[config.mk]
export PLATFORM = sky130hd
export DESIGN_NAME = delay_responder
export DESIGN_NICKNAME = d
export VERILOG_FILES = /design/src/rtl/delay_responder.sv
export SDC_FILE = /design/constraint.sdc
export NUM_CORES = 1
export LEC_CHECK = 0
export CAP_MARGIN = 20
export CORE_AREA = 2 2 66 81
export CTS_BUF_LIST = sky130_fd_sc_hd__clkbuf_16
export DETAILED_ROUTE_END_ITERATION = 12
export DIE_AREA = 0 0 68 83
export HOLD_SLACK_MARGIN = 0.05
export PLACE_DENSITY = 0.79
export SLEW_MARGIN = 20
export SYNTH_ARGS = -nofsm -noshare
export SYNTH_HDL_FRONTEND = slang
export SYNTH_SLANG_ARGS = --single-unit
[constraint.sdc]
create_clock -name clock -period 5.1 [get_ports clock]
set_clock_uncertainty 0.05 [all_clocks]
set_input_delay 0.51 -clock clock [delete_from_list [all_inputs] [get_ports clock]]
set_output_delay 0.51 -clock clock [all_outputs]
set_load 0.05 [all_outputs]
[src/rtl/delay_responder.sv]
// Responder for the req |-> ##[MIN_DLY:MAX_DLY] ack window protocol, with stall and fault injection.
// Define DELAY_RESPONDER_CHECK_EN to compile the embedded protocol assertions and cover.
module delay_responder #(
  parameter int unsigned MIN_DLY = 1,
  parameter int unsigned MAX_DLY = 2,
  parameter int unsigned CNT_W   = 16
) (
  input  logic             clock,
  input  logic             reset,
  input  logic             req,
  input  logic             hold,
  input  logic             block,
  output logic             ack,
  output logic [3:0]       pending,
  output logic             miss,
  output logic [CNT_W-1:0] req_cnt,
  output logic [CNT_W-1:0] ack_cnt,
  output logic [CNT_W-1:0] miss_cnt
);

  // pend_q[k] set: a request accepted k cycles ago is still unserved.
  logic [MAX_DLY:1] pend_q, pend_d;
  logic [MAX_DLY:1] win_vec;
  logic             win;
  logic             drop;
  logic             miss_q;
  logic [CNT_W-1:0] req_cnt_q, ack_cnt_q, miss_cnt_q;

  for (genvar k = 1; k <= MAX_DLY; k++) begin : g_age
    if (k >= MIN_DLY) begin : g_win
      assign win_vec[k] = pend_q[k];
    end else begin : g_young
      assign win_vec[k] = 1'b0;
    end

    // A single ack retires every entry inside the window; younger entries just age.
    if (k == 1) begin : g_head
      assign pend_d[k] = req;
    end else if (k - 1 >= MIN_DLY) begin : g_retire
      assign pend_d[k] = pend_q[k-1] & ~ack;
    end else begin : g_shift
      assign pend_d[k] = pend_q[k-1];
    end
  end

  assign win  = |win_vec;
  // Hold yields at the deadline; block never does. Reset forces ack low.
  assign ack  = ~reset & win & ~block & (~hold | pend_q[MAX_DLY]);
  assign drop = pend_q[MAX_DLY] & ~ack;

  always_ff @(posedge clock) begin
    if (reset) begin
      pend_q     <= '0;
      miss_q     <= 1'b0;
      req_cnt_q  <= '0;
      ack_cnt_q  <= '0;
      miss_cnt_q <= '0;
    end else begin
      pend_q <= pend_d;
      if (drop) begin
        miss_q <= 1'b1;
      end
      if (req && (req_cnt_q != '1)) begin
        req_cnt_q <= req_cnt_q + CNT_W'(1);
      end
      if (ack && (ack_cnt_q != '1)) begin
        ack_cnt_q <= ack_cnt_q + CNT_W'(1);
      end
      if (drop && (miss_cnt_q != '1)) begin
        miss_cnt_q <= miss_cnt_q + CNT_W'(1);
      end
    end
  end

  assign pending  = 4'($countones(pend_q));
  assign miss     = miss_q;
  assign req_cnt  = req_cnt_q;
  assign ack_cnt  = ack_cnt_q;
  assign miss_cnt = miss_cnt_q;

`ifdef DELAY_RESPONDER_CHECK_EN
  
  

  // A blocked deadline is the only legal way to go without an ack.
  

  

  
`else
  // Checks compiled out; port behaviour is unchanged.
`endif

endmodule
### Word-level counts from Yosys, hierarchy flattened

Cells that the tools add are included.

| cells by class | value |
|---|---|
| add/subtract/negate cells | 4 |
| equal/unequal tests | 3 |
| bitwise operators | 10 |
| reduce and logical (&&, ||, !) cells | 4 |

Operators by type and width:

| operator | number |
|---|---|
| 16-bit by 1-bit adder with 16-bit output, second input constant | 3 |
| 16-bit != test, second input constant | 3 |
| 1-bit AND | 5 |
| 1-bit inverter | 4 |
| 1-bit logical AND | 3 |
| 1-bit by 1-bit adder with 2-bit output | 1 |
| 2-bit OR reduction | 1 |
| 1-bit OR | 1 |

| word-level totals | value |
|---|---|
| bits in registers | 51 |
| input port bits | 5 |
| output and inout port bits | 54 |
| logic and storage cells | 26 |

### Depth between registers and ports, before layout

Gate-level depths: netlist of the first run.

| depth | value |
|---|---|
| word-level depth | 7 |
| mapped depth | 7 |
| gate-level depth less buffers | 6 |

### Worst setup path before layout of the first run

OpenSTA, ideal clock, no wires.

| timing | value |
|---|---|
| path type | reg2reg |
| start | reg pend_q[2] in the netlist's numbering |
| end | reg ack_cnt_q[15] (netlist: ack_cnt[15]) |
| library setup time | 0.121 ns |
| data arrival time | 2.245 ns |
| setup slack | 2.684 ns |
| cell stages (with the launch flop) | 8 |
| clock period less this slack | 2.416 ns |
| cell sequence | dfxtp_1 > inv_1 > ha_1 > or3_4 > or4_1 > buf_2 > nor4_1 > mux2_2 |

| between the ends | value |
|---|---|
| longest elaborated chain between the ends | 5 |
| elaborated cells between the ends (all ways) | 6 |
| classes of those cells | 4 x bitwise; 2 x reduce/logical |

Ends and longest elaborated chain:

| element | line | text |
|---|---|---|
| from (decl) | 22 | `logic [MAX_DLY:1] pend_q, pend_d;` |
| from (signal assigned) | 59 | `pend_q <= pend_d;` |
| 2-bit OR reduction | 46 | `assign win = \|win_vec;` |
| 1-bit AND (2 in series) | 48 | `assign ack = ~reset & win & ~block & (~hold \| pend_q[MAX_DLY]);` |
| 1-bit AND (*) | 48 |  |
| 1-bit logical AND (*) | 66 | `if (ack && (ack_cnt_q != '1)) begin` |
| to (signal assigned) | 67 | `ack_cnt_q <= ack_cnt_q + CNT_W'(1);` |
| to (decl) | 27 | `logic [CNT_W-1:0] req_cnt_q, ack_cnt_q, miss_cnt_q;` |

Mark *: on every way between the ends. The rest lies on a longest branch, timed or not.
A chain may end at the register's enable or synchronous reset.

### Worst setup path in the final report of the first run

| timing | value |
|---|---|
| start | reg pend_q[2] in the netlist's numbering |
| end | out ack |

| between the ends | value |
|---|---|
| longest elaborated chain between the ends | 4 |
| elaborated cells between the ends (all ways) | 5 |
| classes of those cells | 4 x bitwise; 1 x reduce/logical |

Ends and longest elaborated chain:

| element | line | text |
|---|---|---|
| 2-bit OR reduction | 46 |  |
| 1-bit AND (2 in series) | 48 |  |
| 1-bit AND (*) | 48 |  |
| to (decl) | 13 | `output logic ack,` |

Marked as above.

==> results.md, run 1 <==
* Run status: complete, no violations
* Worst path cell trace: inv_1 -> ha_1 -> nor3_1 -> nand2b_1 -> inv_1 -> clkdlybuf4s50_1
* Number of diodes at 0
* Reg-to-reg endpoint: ack_cnt[15]
* End of the worst hold path: miss_cnt[8]
* Synth Instances at 303
* Clock buffer count from CTS at 5
* Seq cells post-synth at 51
* Initial antenna violation count at 0
* Slew margin rel. at 0.4719
* DPL Wire Length at 4312 um
* Initial Utilization at 0.5280
* MaxCap Viol Count at 0
* Fill cells at 433
* CP dominant cell by count: inv_1
* Die area at 0.005644 mm^2
* Setup violations, final at 0
* Net Switching at 188.8 uW
* Fin crit share at 0.6082
* Layout cells sized above 1 at 0.07003
* Leakage power at 1.023 nW
* Post-DRT Antenna Nets at 0
* Synth cell types at 38
* Worst EP required at ~4.5 ns
* Largest net degree at the start of global routing at 48
* TritonCTS Sinks at between 50 and 60
* Area after DPL at between 0.003 and 0.004 mm^2
* Startpoint class of the critical path: flop
* Detailed Routing Iterations Pass 1 at 4
* Flop2flop setup slack at 2.45 ns
* Syn-to-layout area delta at 30.88%
* Hold Path Origin: reset
* First-pass GRT wire length at 10,400 um
* CTS tree: yes
* Worst path arrival time at approximately 2.5 ns
* Clock-pin slew of the registers on the worst-case setup and hold paths at 0.07 ns
* Slowest cell on the critical path: clkdlybuf4s50_1
* Final Cell Area at around 0.0033 mm^2
* CP Max Fanout at 14
* Iter 0 DRT Violations at ~140
* Total internal power at 647.4 uW
* IO Count at 59
* Post-layout min period at 3.102 ns
* Die X at between 60 and 70 um
* CP Class: flop to output port
* Switching share of power at 0.2258
* Worst r2r path cells at 6
* Port Buffer Count at 56
* Max IR drop VDD at around 0.13 mV
* Post-synth EDFFs at 0
* Post-CTS sizing at 0
* Register area share after synthesis at 0.4000
* Sequential share of power at 0.487
* GRT Util Overall at 0.2265
* Max clock buf depth at 2
* Overflow after GRT at 0
* Final TNS setup at 0 ns
* Final-report hold violation count at 0
* Worst Max-Slew Pin Slew at 0.7861 ns
* Ys Warns at 0
* Detailed-route wire length per cell at approximately 15 um
* R2r startpoint: pend_q[2]
* RSZ-0062 raised after global routing: false
* Clock network power share at 0.448
* Vias at ~2,600
* # rows at 28
* CORE AREA at 0.004835 mm^2
* Synth top area share at 0.4000
* Main area contributors after synthesis: dfxtp_1 40%, or4_1 6.8%, a21oi_1 6.5%
* # H-tree levels at 2
* Clk root buf: clkbuf_16
* # DRC at 0
* CP Capture Type: output port
* Vias per cell at 6.293
* Main synth FF type: dfxtp_1
* Fmax at between 0.3 and 0.4 GHz
* Largest area contributor in the netlist: dfxtp_1
* PD cells at 250.3 mW/mm^2
* Drt total wl at 6224 um
* Die Ht at 83 um
* FFs w/ async S/R, synth at 0
* Depth of the worst hold-timing path at 2
* Hold_buf cts at 0
* Post-CTS Setup Bufs at 0
* Vias in the first global route at 2,338
* Part of the power in combinational logic at 0.065
* Mean Syn Cell Area at ~8.4 um^2
* Clk_lat worst skew at 0.29 ns
* CP max stage delay at 0.80 ns
* GP Congestion at 0.7955
* Netlist Area Pre-Place at between 0.002 and 0.003 mm^2
* Worst min-delay path category: input pin to flop
* Slew Viols, Final at 0
* Final nets at 366
-- Yosys cell counts, types with 2 or more instances --
library cell  instances
a211oi_1              2
a21oi_1              33
and2_1                2
and3_1                4
buf_4                 2
clkbuf_1             10
dfxtp_1              51
ha_1                  5
inv_1                 6
mux2_2                3
nand2_1              20
nand3_1              14
nand4_1              16
nor2_1               14
nor2b_1               5
nor3_1                7
nor4_1                8
o21a_1                2
o21ai_0              12
o311ai_0              5
o31ai_1              19
o41ai_1               8
or2_2                 6
or3_1                13
or4_1                23
-- logic make-up after synthesis --
group	after synthesis	share of synthesized area
other	1	0.001469
muxes	4	0.01716
adders and majority gates	5	0.02451
DFF	51	0.4000
buffers and inverters	19	0.03137
and+or+nand+nor	137	0.3083
xor gates and xnor gates	1	0.003432
AOI/OAI and AO/OA	85	0.2137
-- placed cells by master, fill, tap and decap left out, types with 3 or more instances in the layout --
cell             count
a21oi_1             33
nor3_1               6
nor2_1              14
ha_1                 5
dfxtp_1             51
clkbuf_16            5
and3_1               4
or3_1               13
nand4_1             16
or4_1               23
nand2_1             20
nor2b_1              5
nand3_1             14
inv_1                6
nor4_1               7
o31ai_1             18
o41ai_1              7
clkdlybuf4s50_1     55
o311ai_0             5
or2_2                6
o21ai_0             12
mux2_2               3
-- metal layers --
layer	up-vias	global-route usage	routed length (um)
met5	-	0	0
met4	0	0.06909	71
met3	6	0.04878	295
met2	68	0.3742	3076
met1	1250	0.2883	2780
li1	1300	-	-
-- critical path: cells and delay by family, from the launching register on --
family,cells,cell delay [ns]
buf+inv,3,1.01
simple gates,2,0.59
flops,1,0.41
fa+ha+maj,1,0.23
-- through the flow --
stage	utilization	hold WS, ns	worst slack [ns]	cells	power [mW]
after floorplan	-	0.4287	2.684	304	0.4526
after global placement	0.6517	0.4065	2.141	409	0.4682
after detailed placement	0.6535	0.4159	2.110	409	0.4695
after CTS	0.6874	0.3900	2.032	417	0.8434
after global routing	0.6910	0.4263	1.813	417	0.8610
final	0.6910	0.4133	1.998	417	0.8362
-- cell type report --
cell class	instances	area (um^2)	share of cell area
multi-input cells	234	1488	0.4453
well taps	60	75.07	0.02247
repair buffers	58	570.5	0.1708
inverters	6	22.52	0.006742
flip-flops and latches	51	1021	0.3056
clock buffers	5	125.1	0.03745
clock inverters	3	38.79	0.01161
-- sequential cells by signal, indices dropped and copies added (netlist names) --
signal    flops
ack_cnt      16
miss          1
miss_cnt     16
pend_q        2
req_cnt      16
-- worst max path at each step --
stage / startpoint / to / slack (ns) / depth (start not counted)
4_1_cts: pend_q[2] / ack / 2.03 / 6
5_1_grt: pend_q[2] / ack / 1.81 / 6
6_report: pend_q[2] / ack / 2.00 / 6
2_1_floorplan: pend_q[2] / ack_cnt[15] / 2.68 / 7
3_5_place_dp: block / ack / 2.11 / 5
3_3_place_gp: block / ack / 2.14 / 5
-- power by group through the flow --
| stage | sequential [mW] | clock, mW | combinational [mW] |
|---|---|---|---|
| CTS | 0.407 | 0.383 | 0.0535 |
| detailed placement | 0.416 | 0 | 0.0532 |
| floorplan | 0.426 | 0 | 0.0266 |
| global route | 0.408 | 0.395 | 0.0580 |
| finish | 0.407 | 0.375 | 0.0541 |
| global placement | 0.416 | 0 | 0.0521 |
Note: power is estimated with default switching activity, not from simulation.
==> run 2, diff against run 1 <==
CORE_AREA = 2 2 69 84   (was 2 2 66 81)
DIE_AREA = 0 0 71 86   (was 0 0 68 83)
PLACE_DENSITY = 0.73   (was 0.79)
clock period = 3 ns   (was 5.1 ns; I/O delays follow)
==> run 2 against run 1 <==
Compared with the run above: flip-flop and latch count unchanged; highest routed layer unchanged; cell count up 1.7%; critical path depth unchanged.
==> results.md, run 2 (synthesis results as in run 1) <==
* Overflow after GRT at 0
* Clock buffer count from CTS at 5
* Post-CTS sizing at 0
* Setup violations, final at 0
* Vias at 2,625
* CP Class: flop to output port
* Worst path arrival time at around 2.3 ns
* Vias per cell at around 6.2
* Hold WS at between 0.4 and 0.5 ns
* Hold_buf cts at 0
* TritonCTS Sinks at 51
* Port Buffer Count at 56
* Largest net degree at the start of global routing at 49
* Clock-pin slew of the registers on the worst-case setup and hold paths at 0.07 ns
* # H-tree levels at 2
* Post-DRT Antenna Nets at 0
* Slew margin rel. at 0.4796
* CTS tree: yes
* Final-report hold violation count at 0
* Syn-to-layout area delta at 30.39%
* Die Ht at 86 um
* CP Capture Type: output port
* Post-layout min period at 2.676 ns
* Worst min-delay path category: flop to flop
* Fin crit share at 0.8920
* GP Congestion at 0.8394
* Die X at about 71 um
* Worst EP required at 2.65 ns
* Final nets at 371
* PD cells at approximately 400 mW/mm^2
* Fmax at between 0.3 and 0.4 GHz
* Die area at 0.006106 mm^2
* Initial Utilization at 0.4851
* Detailed-route wire length per cell at 14.87 um
* Commonest non-fill, non-tap cell in the layout: clkdlybuf4s50_1
* CORE AREA at between 0.005 and 0.006 mm^2
* Final TNS setup at 0 ns
* Number of diodes at 0
* Final Cell Area at 0.003328 mm^2
* CP Max Fanout at 5
* Area after DPL at 0.003191 mm^2
* IO Count at roughly 60
* Leakage power at between 1 and 1.5 nW
* First-pass GRT wire length at 10,480 um
* Vias in the first global route at between 2,000 and 2,500
* # DRC at 0
* Detailed Routing Iterations Pass 1 at 4
* Clk root buf: clkbuf_16
* Post-layout util at 0.6326
* Clk_lat worst skew at 0.29 ns
* Iter 0 DRT Violations at 108
* Post-CTS Setup Bufs at 0
* Run status: complete, no violations
* DPL Wire Length at 4312 um
* Flop2flop setup slack at 0.34 ns
* MaxCap Viol Count at 0
* Max clock buf depth at 2
* Worst Max-Slew Pin Slew at 0.7746 ns
* # rows at 29
* Layout cells sized above 1 at 0.07182
* Fill cells at 468
* Slew Viols, Final at 0
* Commonest cells after routing, fill and taps aside: 55 x clkdlybuf4s50_1, 51 x dfxtp_1, 33 x a21oi_1
* Startpoint class of the critical path: flop
* Drt total wl at around 6300 um
* RSZ-0062 raised after global routing: false
* Initial antenna violation count at 0
* Max IR drop VDD at about 0.26 mV
* GRT Util Overall at 0.2085
## run 2: cell types whose count changed in the layout (fill, tap and decap cells not counted)
cell,delta
buf_4,+5
inv_1,+2
bufinv_16,-1
clkinv_1,-1
nor3_1,+1
nor3_2,-1
nor4_2,+1
nor4_4,-1
o31ai_1,+1
o31ai_2,-1
o41ai_1,+1
o41ai_2,-1
## run 2: where the power goes
| part | switching (mW) | total (mW) | internal (mW) |
|---|---|---|---|
| Clock | 0.240 | 0.542 | 0.302 |
| Combinational | 0.0635 | 0.0926 | 0.0291 |
| Sequential | 0.00890 | 0.692 | 0.683 |
| Total | 0.312 | 1.33 | 1.01 |
## run 2: stage by stage
step	power (mW)	setup WS [ns]	std cells
2_1_floorplan	0.7694	0.5845	304
3_3_place_gp	0.7984	0.4243	416
3_5_place_dp	0.7994	0.3661	416
4_1_cts	1.337	0.3316	424
5_1_grt	1.374	0.2345	424
6_report	1.327	0.3240	424
## run 2: per-layer routing
layer / global-route usage / up-vias / share of wire
met5: 0 / - / 0
met4: 0.05832 / 0 / 0.010
met3: 0.05405 / 5 / 0.050
met2: 0.3347 / 64 / 0.47
met1: 0.2774 / 1248 / 0.47
li1: - / 1308 / -
## run 2: cell type report
class                   instances  area (um^2)  share of cell area
multi-input cells             234         1461              0.4391
flip-flops and latches         51         1021              0.3068
repair buffers                 63        608.1              0.1827
clock buffers                   5        125.1             0.03759
well taps                      62        77.57             0.02331
inverters                       6        22.52            0.006767
clock inverters                 3        12.51            0.003759
## run 2: path summary, 6_finish.rpt
path,startpoint,endpoint,depth (start not counted)
worst max-delay path,pend_q[2],ack,6
worst min register to register,miss,miss,2
worst max register to register,pend_q[2],ack_cnt[15],6
worst min-delay path,miss,miss,2
## run 2: critical path, cell delays in order, from the launching register on
cell             delay (ns)
dfxtp_1                0.41
inv_1                  0.09
ha_1                   0.23
nor3_1                 0.28
nand2b_1               0.16
inv_1                  0.08
clkdlybuf4s50_1        0.79
==> patch 1: new RTL, settings of run 1 <==
Put one more register stage on the output `req_cnt`, without a reset. The value now appears one clock later. The other outputs are not delayed to match.
--- a/src/rtl/delay_responder.sv
+++ b/src/rtl/delay_responder.sv
@@ -74,7 +74,9 @@
 
   assign pending  = 4'($countones(pend_q));
   assign miss     = miss_q;
-  assign req_cnt  = req_cnt_q;
+  always_ff @(posedge clock) begin
+    req_cnt <= req_cnt_q;
+  end
   assign ack_cnt  = ack_cnt_q;
   assign miss_cnt = miss_cnt_q;
 
Formal check against the unedited RTL: not equivalent (a bounded check fails within 4 cycles, from zero or initial values and one cycle with reset high).
==> patch 1 against run 1 <==
- sequential cell count is 16 higher
- critical path depth is 1 lower
- via count is 14% higher
- utilization is 16 points higher
- count of clock-buffer cells in the layout is 4 higher
- design area is 23% higher
- clock power is 100% higher
- total power is 62% higher
- routed wire length is 31% higher
- synthesized area is 25% higher
- setup slack worse by 150 ps
- worst hold slack worse by 61 ps
- largest cell class unchanged
==> patch 1: results (changes against run 1) <==
* Status: complete, no violations (unchanged)
* Met1 wire length at 3290 um (was 2780 um)
* Hold-critical path depth at 0 (was 2)
* Worst hold margin at 352 ps (was 413 ps)
* Mux cell area share after synthesis at 3.46% (was 1.72%)
* Ranking of synthesized cells by area: dfxtp_1 42%, a21oi_1 4.7%, or4_1 4.0% (was dfxtp_1 40%, or4_1 6.8%, a21oi_1 6.5%)
* R2R cell count at 6 (unchanged)
* Leak at 1.45 nW (was 1.02 nW)
* Met3 wire length at 479 um (was 295 um)
* Slew headroom at 48.2% (was 47.2%)
* Clk slew on worst S/H paths at around 60 ps
* Iteration-0 DRC Markers at 313 (was 137)
* Setup WS pre-CTS at 2120 ps (was 2110 ps)
* Reg2reg setup slack at 2790 ps (was 2450 ps)
* Post-Synth Adder-Cell Area at 1.97% (was 2.45%)
* Ys flop type: dfxtp_1 (unchanged)
* Cell variety after synth at 51 (was 38)
* Largest net degree at the start of global routing at 60 (was 48)
* M2 GR Usage at 49.8% (was 37.4%)
* Total global-route track usage at 31.0% (was 22.7%)
* Met3 Use GR at 7.18% (was 4.88%)
* Sequential-to-total area share from yosys stat at 42.1% (was 40.0%)
* Post-Place Cell Area at 0.00373 mm^2 (was 0.00316 mm^2)
* Placed insts at 445 (was 409)
* CTS Buf Count at 9 (was 5)
* Met1 usage at 37.4% (was 28.8%)
* Total Wirelength at 8130 um (was 6220 um)
* Clock root buffer: clkbuf_16 (unchanged)
* Vias per inst at 6.46 (was 6.29)
* CP peak stage delay at 840 ps (was 800 ps)
* Post-DP HPWL at 5200 um (was 4310 um)
* Final GP Congestion at 0.809 (was 0.796)
* Commonest cells in the netlist: 67 x dfxtp_1, 30 x a21oi_1, 23 x nand2_1, 20 x nor2_1, 17 x or4_1 (was 51 x dfxtp_1, 33 x a21oi_1, 23 x or4_1, 20 x nand2_1, 19 x o31ai_1)
* Number of global-route vias before repair at 2881 (was 2338)
* Reg2Reg Launch Point: pend_q[2] (unchanged)
* WHS Endpoint: req_cnt[5] (was miss_cnt[8])
* Peak supply drop at 238 uV (was 135 uV)
* Met2 routed WL at 4110 um (was 3080 um)
* Critical path arrival at 2690 ps (was 2540 ps)
* Syn avg cell area at 9.31 um^2 (was 8.42 um^2)
* Reg-to-Reg End: ack_cnt[9] (was ack_cnt[15])
* Hold Path Origin: req_cnt_q[5] (was reset)
* H-tree depth at 3 (was 2)
* Post-Synth XOR/XNOR Area at 0.275% (was 0.343%)
* Hold Crit Class: reg2reg (was in2reg)
* First-pass GRT wire length at 13700 um (was 10400 um)
* Layout Nets at 406 (was 366)
* Layout cells sized above 1 at 9.48% (was 7.00%)
* P_int at 0.00107 W (was 0.000647 W)
* Routed len/inst at 17.6 um (was 14.9 um)
* Setup repair bufs after CTS at 0 (unchanged)
* Worst-path maximum fanout at 7 (was 14)
* Synth Area in Compound Gates at 16.6% (was 21.4%)
* Fraction of registers with async set/reset at 0% (unchanged)
* Period utilisation layout at 63.7% (was 60.8%)
* Clock latency on the worst-skew pair at 330 ps (was 290 ps)
-- patch 1: cell count changes in the layout (fill, tap and decap cells not counted), moves of 6 or more --
cell,before,now
o21ai_0,12,5
dfxtp_1,51,67
or4_1,23,17
nor2_1,14,20
mux2_1,0,8
inv_1,6,13
-- patch 1: power by group through the flow --
stage / registers [W] / clock network (W) / logic [W]
floorplan: 0.000556 / 0 / 0.0000316
global placement: 0.000546 / 0 / 0.0000569
detailed placement: 0.000546 / 0 / 0.0000583
CTS: 0.000535 / 0.000761 / 0.0000593
global route: 0.000535 / 0.000784 / 0.0000631
finish: 0.000535 / 0.000758 / 0.0000592
-- patch 1: layout make-up --
class	instances	area, um^2
inverter	12	45.0
clock inverter	7	141
multi-input combinational	249	1710
fill	280	734
timing repair buffer	57	563
tap	60	75.1
sequential	67	1340
clock buffer	9	225
==> patch 2: new RTL, config.mk and constraints of run 1 <==
Made on the original files. `MAX_DLY`: 2 -> 4.
--- a/src/rtl/delay_responder.sv
+++ b/src/rtl/delay_responder.sv
@@ -2,7 +2,7 @@
 // Define DELAY_RESPONDER_CHECK_EN to compile the embedded protocol assertions and cover.
 module delay_responder #(
   parameter int unsigned MIN_DLY = 1,
-  parameter int unsigned MAX_DLY = 2,
+  parameter int unsigned MAX_DLY = 4,
   parameter int unsigned CNT_W   = 16
 ) (
   input  logic             clock,
Formal check against the unedited RTL: not equivalent (a bounded check fails within 4 cycles, from zero or initial values and one cycle with reset high).
==> patch 2 against run 1 <==
- sequential cell count up 2
- largest power group unchanged
- synthesized cell count down 2.0%
- fmax down 1.5%
- routed wire length down 8.8%
- setup slack worse by 49 ps
- worst hold slack better by 32 ps
- design area up 0.11%
- non-clock buffer count down 1
- critical endpoint is now pending[1]
- count of clock-buffer cells in the layout unchanged
- largest cell class unchanged
- total power down 5.9%
- synthesized area up 1.8%
- global-route usage down 1.5 points
==> patch 2: results (changes against run 1) <==
* Post-Place Cell Area at 0.00321 mm^2 (was 0.00316 mm^2)
* Placed insts at 407 (was 409)
* Sw frac at 22.5% (was 22.6%)
* Clock latency on the worst-skew pair at 290 ps (about the same)
* Layout cells sized above 1 at 4.79% (was 7.00%)
* Ranking of synthesized cells by area: dfxtp_1 41%, nor2_1 7.2%, xnor2_1 5.1% (was dfxtp_1 40%, or4_1 6.8%, a21oi_1 6.5%)
* Total global-route track usage at 21.1% (was 22.7%)
* Worst-path maximum fanout at 8 (was 14)
* Syn avg cell area at 8.75 um^2 (was 8.42 um^2)
* Setup WS pre-CTS at 2100 ps (was 2110 ps)
* Hold Crit Class: reg2reg (was in2reg)
* Hold Path Origin: miss (was reset)
* Power Clock at 0.000319 W (was 0.000375 W)
* Sequential-to-total area share from yosys stat at 40.8% (was 40.0%)
* Via count at 2343 (was 2624)
* Leak at 1.17 nW (was 1.02 nW)
* Reg2reg setup slack at 3080 ps (was 2450 ps)
* Iteration-0 DRC Markers at 106 (was 137)
* Flop pwr share at 53.5% (was 48.7%)
* Largest net degree at the start of global routing at 57 (was 48)
* Vias per inst at 5.65 (was 6.29)
* Reg2Reg Launch Point: ack_cnt[0] (was pend_q[2])
* Mux cell area share after synthesis at 2.36% (was 1.72%)
* First-pass GRT wire length at 9530 um (was 10400 um)
* Reg-to-Reg End: ack_cnt[12] (was ack_cnt[15])
* Slew headroom at 33.9% (was 47.2%)
* Peak supply drop at 135 uV (about the same)
* Post-Synth XOR/XNOR Area at 9.10% (was 0.343%)
* Fill count at 425 (was 433)
* Setup repair bufs after CTS at 0 (unchanged)
* Commonest cells in the netlist: 53 x dfxtp_1, 50 x nor2_1, 17 x nand3_1, 16 x nand2_1 (was 51 x dfxtp_1, 33 x a21oi_1, 23 x or4_1, 20 x nand2_1, 19 x o31ai_1)
* Post-Synth Adder-Cell Area at 3.66% (was 2.45%)
* Top pwr grp: sequential cells (unchanged)
* Worst Setup SP: pend_q[4] (was pend_q[2])
* Status: complete, no violations (unchanged)
* Critical path arrival at 2590 ps (was 2540 ps)
* Cell variety after synth at 50 (was 38)
* Critical Path Sink: pending[1] (was ack)
patch 2: cell count changes after synthesis, sizes merged, moves of 8 or more:
cell          run 1  this run
a21oi            33         9
nor2             14        50
nor3              7        15
o31ai            19         1
o41ai             8         0
or3              14         4
or4              23         0
xnor2             0        15
xor2              1        12
patch 2: how the worst min path moves through the flow:
stage                 end  slack, ps  cells after the start
3_5_place_dp         miss        440                      2
6_report             miss        450                      2
5_1_grt              miss        470                      2
3_3_place_gp   ack_cnt[4]        440                      1
2_1_floorplan   pend_q[4]        420                      1
4_1_cts              miss        460                      2
patch 2: critical path, delay by kind of cell, from the launching register on:
family / cells / cell delay (ps)
fa+ha+maj: 3 / 940
buf+inv: 3 / 930
flops: 1 / 440
patch 2: metal layers:
| layer | GRT usage [%] | wire length (um) | part of all wire, % | up-vias |
|---|---|---|---|---|
| li1 | - | - | - | 1177 |
| met1 | 26.6 | 2570 | 45 | 1094 |
| met2 | 35.0 | 2780 | 49 | 63 |
| met3 | 4.20 | 241 | 4.2 | 9 |
| met4 | 7.45 | 85 | 1.5 | 0 |
| met5 | 0 | 0 | 0 | - |
patch 2: metrics by stage:
stage / utilization (%) / total power (W)
3_5_place_dp: 66.3 / 0.000477
5_1_grt: 69.2 / 0.000810
3_3_place_gp: 66.3 / 0.000476
2_1_floorplan: - / 0.000463
6_report: 69.2 / 0.000787
4_1_cts: 69.2 / 0.000792
patch 2: cell type report:
cell class,instances,area share [%]
timing repair buffer,57,16.9
clock buffer,5,3.74
sequential,53,31.7
clock inverter,3,0.374
inverter,7,0.786
tap,60,2.24
multi-input combinational,230,44.2
